<file path="config.mk">
export PLATFORM = sky130hd
export DESIGN_NAME = uart_rx
export DESIGN_NICKNAME = d
export VERILOG_FILES = /design/src/rtl/uart_rx.sv
export SDC_FILE = /design/constraint.sdc
export NUM_CORES = 1
export LEC_CHECK = 0
export BUFFER_PORTS_ARGS = -buffer_cell sky130_fd_sc_hd__buf_2
export CAP_MARGIN = 20
export CORE_ASPECT_RATIO = 1.25
export CORE_UTILIZATION = 30
export CTS_CLUSTER_DIAMETER = 30
export DETAILED_ROUTE_END_ITERATION = 8
export MAX_ROUTING_LAYER = met4
export RECOVER_POWER = 50
export SYNTH_ARGS = -nofsm -noshare
export SYNTH_HDL_FRONTEND = slang
export SYNTH_SLANG_ARGS = --single-unit
export TNS_END_PERCENT = 10
</file>
<file path="constraint.sdc">
create_clock -name clk -period 1.8 [get_ports clk]
set_clock_uncertainty 0.05 [all_clocks]
set_input_delay 0.09 -clock clk [delete_from_list [all_inputs] [get_ports clk]]
set_output_delay 0.09 -clock clk [all_outputs]
set_load 0.005 [all_outputs]
</file>
<file path="src/rtl/uart_rx.sv">
// UART receiver with 16x oversampling.
// rx is synchronized through two flops, then sampled in the middle of each
// bit by counting s_tick strobes. dout, frame_err (and parity_err) are
// registered and change only together with rx_done_tick.
// Optional build macro: UART_RX_PARITY_EN adds an even-parity bit after the
// data bits and the parity_err output.
//
// state  | meaning
// IDLE   | line idle, waiting for rx_s low
// START  | counting to the middle of the start bit, rejecting glitches
// DATA   | sampling DBIT data bits, LSB first
// PARITY | sampling the parity bit (UART_RX_PARITY_EN only)
// STOP   | waiting out the stop bit, then completing the frame
module uart_rx #(
    parameter int DBIT    = 8,
    parameter int SB_TICK = 16
) (
    input  logic            clk,
    input  logic            reset,
    input  logic            rx,
    input  logic            s_tick,
    output logic [DBIT-1:0] dout,
    output logic            rx_done_tick,
    output logic            frame_err
`ifdef UART_RX_PARITY_EN
    ,
    output logic            parity_err
`endif
);

    localparam int NW = (DBIT > 1) ? $clog2(DBIT) : 1;

    localparam logic [2:0] IDLE   = 3'd0;
    localparam logic [2:0] START  = 3'd1;
    localparam logic [2:0] DATA   = 3'd2;
`ifdef UART_RX_PARITY_EN
    localparam logic [2:0] PARITY = 3'd3;
`endif
    localparam logic [2:0] STOP   = 3'd4;

    logic [2:0]      state;
    logic [3:0]      s;
    logic [NW-1:0]   n;
    logic [DBIT-1:0] b;
    logic            rx_meta;
    logic            rx_s;
`ifdef UART_RX_PARITY_EN
    logic            par_bit;
`endif

    // Two-flop synchronizer; resets to idle-high so release cannot look like a start bit.
    always_ff @(posedge clk or posedge reset) begin
        if (reset) begin
            rx_meta <= 1'b1;
            rx_s    <= 1'b1;
        end else begin
            rx_meta <= rx;
            rx_s    <= rx_meta;
        end
    end

    // Receive FSM with tick counter, bit counter, shift register and registered outputs.
    always_ff @(posedge clk or posedge reset) begin
        if (reset) begin
            state        <= IDLE;
            s            <= 4'd0;
            n            <= '0;
            b            <= '0;
            dout         <= '0;
            rx_done_tick <= 1'b0;
            frame_err    <= 1'b0;
`ifdef UART_RX_PARITY_EN
            par_bit      <= 1'b0;
            parity_err   <= 1'b0;
`endif
        end else begin
            rx_done_tick <= 1'b0;
            case (state)
                IDLE: begin
                    // Level detect, not gated by s_tick, so the start-bit
                    // midpoint count begins as early as possible.
                    if (!rx_s) begin
                        state <= START;
                        s     <= 4'd0;
                    end
                end
                START: begin
                    if (s_tick) begin
                        if (s == 4'd7) begin
                            if (!rx_s) begin
                                state <= DATA;
                                s     <= 4'd0;
                                n     <= '0;
                            end else begin
                                state <= IDLE;
                            end
                        end else begin
                            s <= s + 4'd1;
                        end
                    end
                end
                DATA: begin
                    if (s_tick) begin
                        if (s == 4'd15) begin
                            b <= {rx_s, b[DBIT-1:1]};
                            s <= 4'd0;
                            if (n == NW'(DBIT - 1)) begin
`ifdef UART_RX_PARITY_EN
                                state <= PARITY;
`else
                                state <= STOP;
`endif
                            end else begin
                                n <= n + 1'b1;
                            end
                        end else begin
                            s <= s + 4'd1;
                        end
                    end
                end
`ifdef UART_RX_PARITY_EN
                PARITY: begin
                    if (s_tick) begin
                        if (s == 4'd15) begin
                            par_bit <= rx_s;
                            s       <= 4'd0;
                            state   <= STOP;
                        end else begin
                            s <= s + 4'd1;
                        end
                    end
                end
`endif
                STOP: begin
                    if (s_tick) begin
                        if (s == 4'(SB_TICK - 1)) begin
                            // A low stop sample still completes the frame, flagged as a framing error.
                            rx_done_tick <= 1'b1;
                            dout         <= b;
                            frame_err    <= ~rx_s;
`ifdef UART_RX_PARITY_EN
                            parity_err   <= (^b) ^ par_bit;
`endif
                            state        <= IDLE;
                        end else begin
                            s <= s + 4'd1;
                        end
                    end
                end
                default: begin
                    state <= IDLE;
                end
            endcase
        end
    end

endmodule

</file>
==> flow_summary.toml <==
[status]
status = "complete, no violations"

[sta]
rsz0062_at_grt = "yes"
period_minus_slack_ns = 1.76
drv_slew = 0
timing.fmax_mhz = 570
max-slew-margin-rel_pct = 51.4
setup_viol = 0
hold_viol_final = 0
worst_pin_slew_ns = 0.729
finalSetupTns_ns = 0
period_share_pct = 97.5

[critical_path]
timing.rr.start = "state[0]$_DFFE_PP0P_"
worstPathArrival_ns = 1.87
crit_family = "simple AND/OR/NAND/NOR gates"
end_kind = "flip-flop"
ff2ff_setup_slack_ns = 0.04
crit_path_max_fanout = 10
slowest_stage = "or3b_2"
start_kind = "flip-flop"
critPathRequiredTime_ns = 1.92
critPathBufInv = 0
r2r-end = "frame_err$_DFFE_PP0P_"
reg2reg_depth = 3
crit_type = "flip-flop to flip-flop"
critPathMaxStageDelay_ns = 0.58
path_cells = "or3b_2 > nor2_8 > mux2_2"

[cts]
cts_root_buf = "clkbuf_8"
clock_latency_ns = 0.29
cts_max_path_buffers = 2
cts_tree = "done"
clk_pin_slew_worst_paths_ns = 0.07
cts.sinks = 30
htreeDepth = 2
cts_made_buffers = 5

[layout]
design_area_um2 = 1780
nets = 154
area_delta_synth_final_pct = 24.6
diodes = 0
drive_above_1_share_pct = 43.2

[grt]
antenna_found_initial = 0
grtUsageTotal_pct = 12.5
overflow = 0
grt_start_max_net_pins = 31
grt_pass1_vias = 1025
grt_pass1_wl_um = 4670

[place]
port_buffers = 13
place_area_um2 = 1630
hpwl_um = 1880
routabilityCongestion = 0.924

[die]
die_area_um2 = 5040
pin_count = 14
rows = 27
start_util_pct = 31.8
fp.dieH_um = 79.2
coreArea_um2 = 4490
die_w_um = 63.7

[drt]
drc = 0
drt_iter0_drc = 28
top_layer = "met4"
vias_per_cell = 4.94
wire_per_inst_um = 13.0
dr.pass1.iters = 4
routed_wl_um = 2670
ant_nets = 0
wl_met2_um = 1340
drt-met1-wl_um = 1150
wl_met3_um = 107
vias = 1018

[yosys]
netlist_area_um2 = 1430
synth.ff_latch_count = 30
yosys_warnings = 0
synthCells = 117
ys_types = 41
post_synth.cell_area_avg_um2 = 12.2
syn-num-nets = 124
seq_area_frac_synth_pct = 52.7

[power_and_ir_drop]
p_leak_nw = 0.896
vdd_drop_max_uv = 558
power_per_cell_area_nw_per_um2 = 943

[min_path]
hold_start = "s_tick"
holdPathStages = 3
hold_path.class = "primary input to flip-flop"
hold_end = "rx_done_tick$_DFF_PP0_"

[run]
max_cap_viol_count = 0
[sequential cells by signal, summed over array words and instances, names as in the netlist]
| name | flops |
|---|---|
| b | 8 |
| rx_meta | 1 |
| dout | 8 |
| frame_err | 1 |
| rx_s | 1 |
| n | 3 |
| s | 4 |
| state | 3 |
| rx_done_tick | 1 |
[final cells by class]
type,count,area [um^2]
clock buffer,6,82.6
inverter,6,22.5
sequential,30,753
multi-input combinational,78,659
timing repair buffer,26,178
tap,58,72.6
clock inverter,2,12.5
fill,425,2710
[cell families (layout without fill, tap and decap cells)]
kind of cell | count (synthesis) | count (layout) | share of synthesized area, %
flip-flops | 30 | 30 | 52.7
XOR/XNOR | 2 | 2 | 1.23
buffers and inverters | 9 | 40 | 2.54
multiplexers | 18 | 18 | 14.2
adder cells (fa/ha/maj) | 3 | 3 | 2.63
AND/OR/NAND/NOR | 29 | 29 | 14.1
AO/OA/AOI/OAI | 26 | 26 | 12.6
[worst reg2reg max path, cell delays in order (launching register included)]
cell,delay [ns]
dfrtp_1,0.43
or3b_2,0.59
nor2_8,0.22
mux2_2,0.35
[repair_timing]
item	in CTS	in global routing
pin swaps	1	3
endpoints found under the hold margin	29	0
setup endpoints to repair	6	15
buffers inserted	0	1
gates resized for setup	1	3
hold buffers	2	0
[Yosys cell counts]
master / instances / share of area, %
o21a_1: 1 / 0.53
nor3b_1: 3 / 1.6
a31oi_1: 2 / 0.88
a21oi_1: 5 / 1.8
nor2_1: 5 / 1.3
a21bo_2: 1 / 0.70
a22o_1: 2 / 1.2
and3_4: 1 / 0.79
and2_1: 2 / 0.88
or2_2: 1 / 0.44
buf_2: 2 / 0.70
dfstp_2: 2 / 3.7
a21o_1: 1 / 0.53
nor2_8: 1 / 1.4
or3b_2: 1 / 0.61
nand3_1: 2 / 0.70
nor3_1: 1 / 0.35
o21ai_0: 4 / 1.4
ha_1: 3 / 2.6
nor3_4: 1 / 1.1
nand3b_1: 1 / 0.53
nor4_1: 1 / 0.44
xor2_1: 2 / 1.2
nand2b_1: 1 / 0.44
dfrtp_1: 28 / 49
o221ai_1: 2 / 1.2
nand2_4: 1 / 0.79
a22oi_1: 1 / 0.53
o2111ai_1: 1 / 0.61
and3_2: 1 / 0.53
nand2_1: 4 / 1.1
inv_1: 6 / 1.6
o22ai_1: 2 / 0.88
a2bb2oi_1: 1 / 0.61
clkbuf_1: 1 / 0.26
nor4bb_1: 1 / 0.70
a21boi_0: 1 / 0.53
a311oi_1: 1 / 0.61
o2bb2ai_1: 1 / 0.61
nand4_1: 1 / 0.44
mux2_2: 18 / 14
[metal layers]
| metal | GRT usage [%] | vias up |
|---|---|---|
| met5 | - | - |
| met4 | 8.18 | 0 |
| met3 | 3.16 | 7 |
| met2 | 20.3 | 23 |
| met1 | 13.6 | 501 |
| li1 | - | 487 |
[power by group]
part | switching, mW | internal, mW | total (mW)
logic | 0.184 | 0.171 | 0.354
clock network | 0.257 | 0.307 | 0.563
registers | 0.0384 | 0.723 | 0.761
total | 0.479 | 1.20 | 1.68
[how the worst max path moves through the flow]
stage | cells after the start | from | to | slack [ns]
CTS | 5 | s[0]$_DFFE_PP0P_ | b[3]$_DFFE_PP0P_ | 0.03
global placement | 5 | s[0]$_DFFE_PP0P_ | s[0]$_DFFE_PP0P_ | 0.03
floorplan | 5 | s[0]$_DFFE_PP0P_ | b[0]$_DFFE_PP0P_ | 0.06
finish | 3 | state[0]$_DFFE_PP0P_ | frame_err$_DFFE_PP0P_ | 0.04
global route | 6 | s[0]$_DFFE_PP0P_ | b[3]$_DFFE_PP0P_ | -0.03
detailed placement | 5 | s[0]$_DFFE_PP0P_ | s[0]$_DFFE_PP0P_ | -0.01
[cells in the final DEF (no fill, tap or decap), types with 4 or more instances in the layout]
master    count
buf_4         9
dfrtp_1      28
o21ai_0       4
nand2_1       4
clkbuf_8      6
mux2_2       18
buf_2        13
nor2_1        5
inv_1         6
a21oi_1       5
[through the flow]
step	power [mW]	std cells	hold slack [ns]	util (%)	setup slack (ns)
after floorplan	0.993	117	0.0445	-	0.0625
after global placement	1.10	195	0.125	36.2	0.0308
after detailed placement	1.10	195	0.129	36.2	-0.0120
after CTS	1.69	205	0.126	38.9	0.0338
after global routing	1.78	206	0.151	39.6	-0.0328
final	1.68	206	0.142	39.6	0.0448
Power figures use the tool's default switching activity.
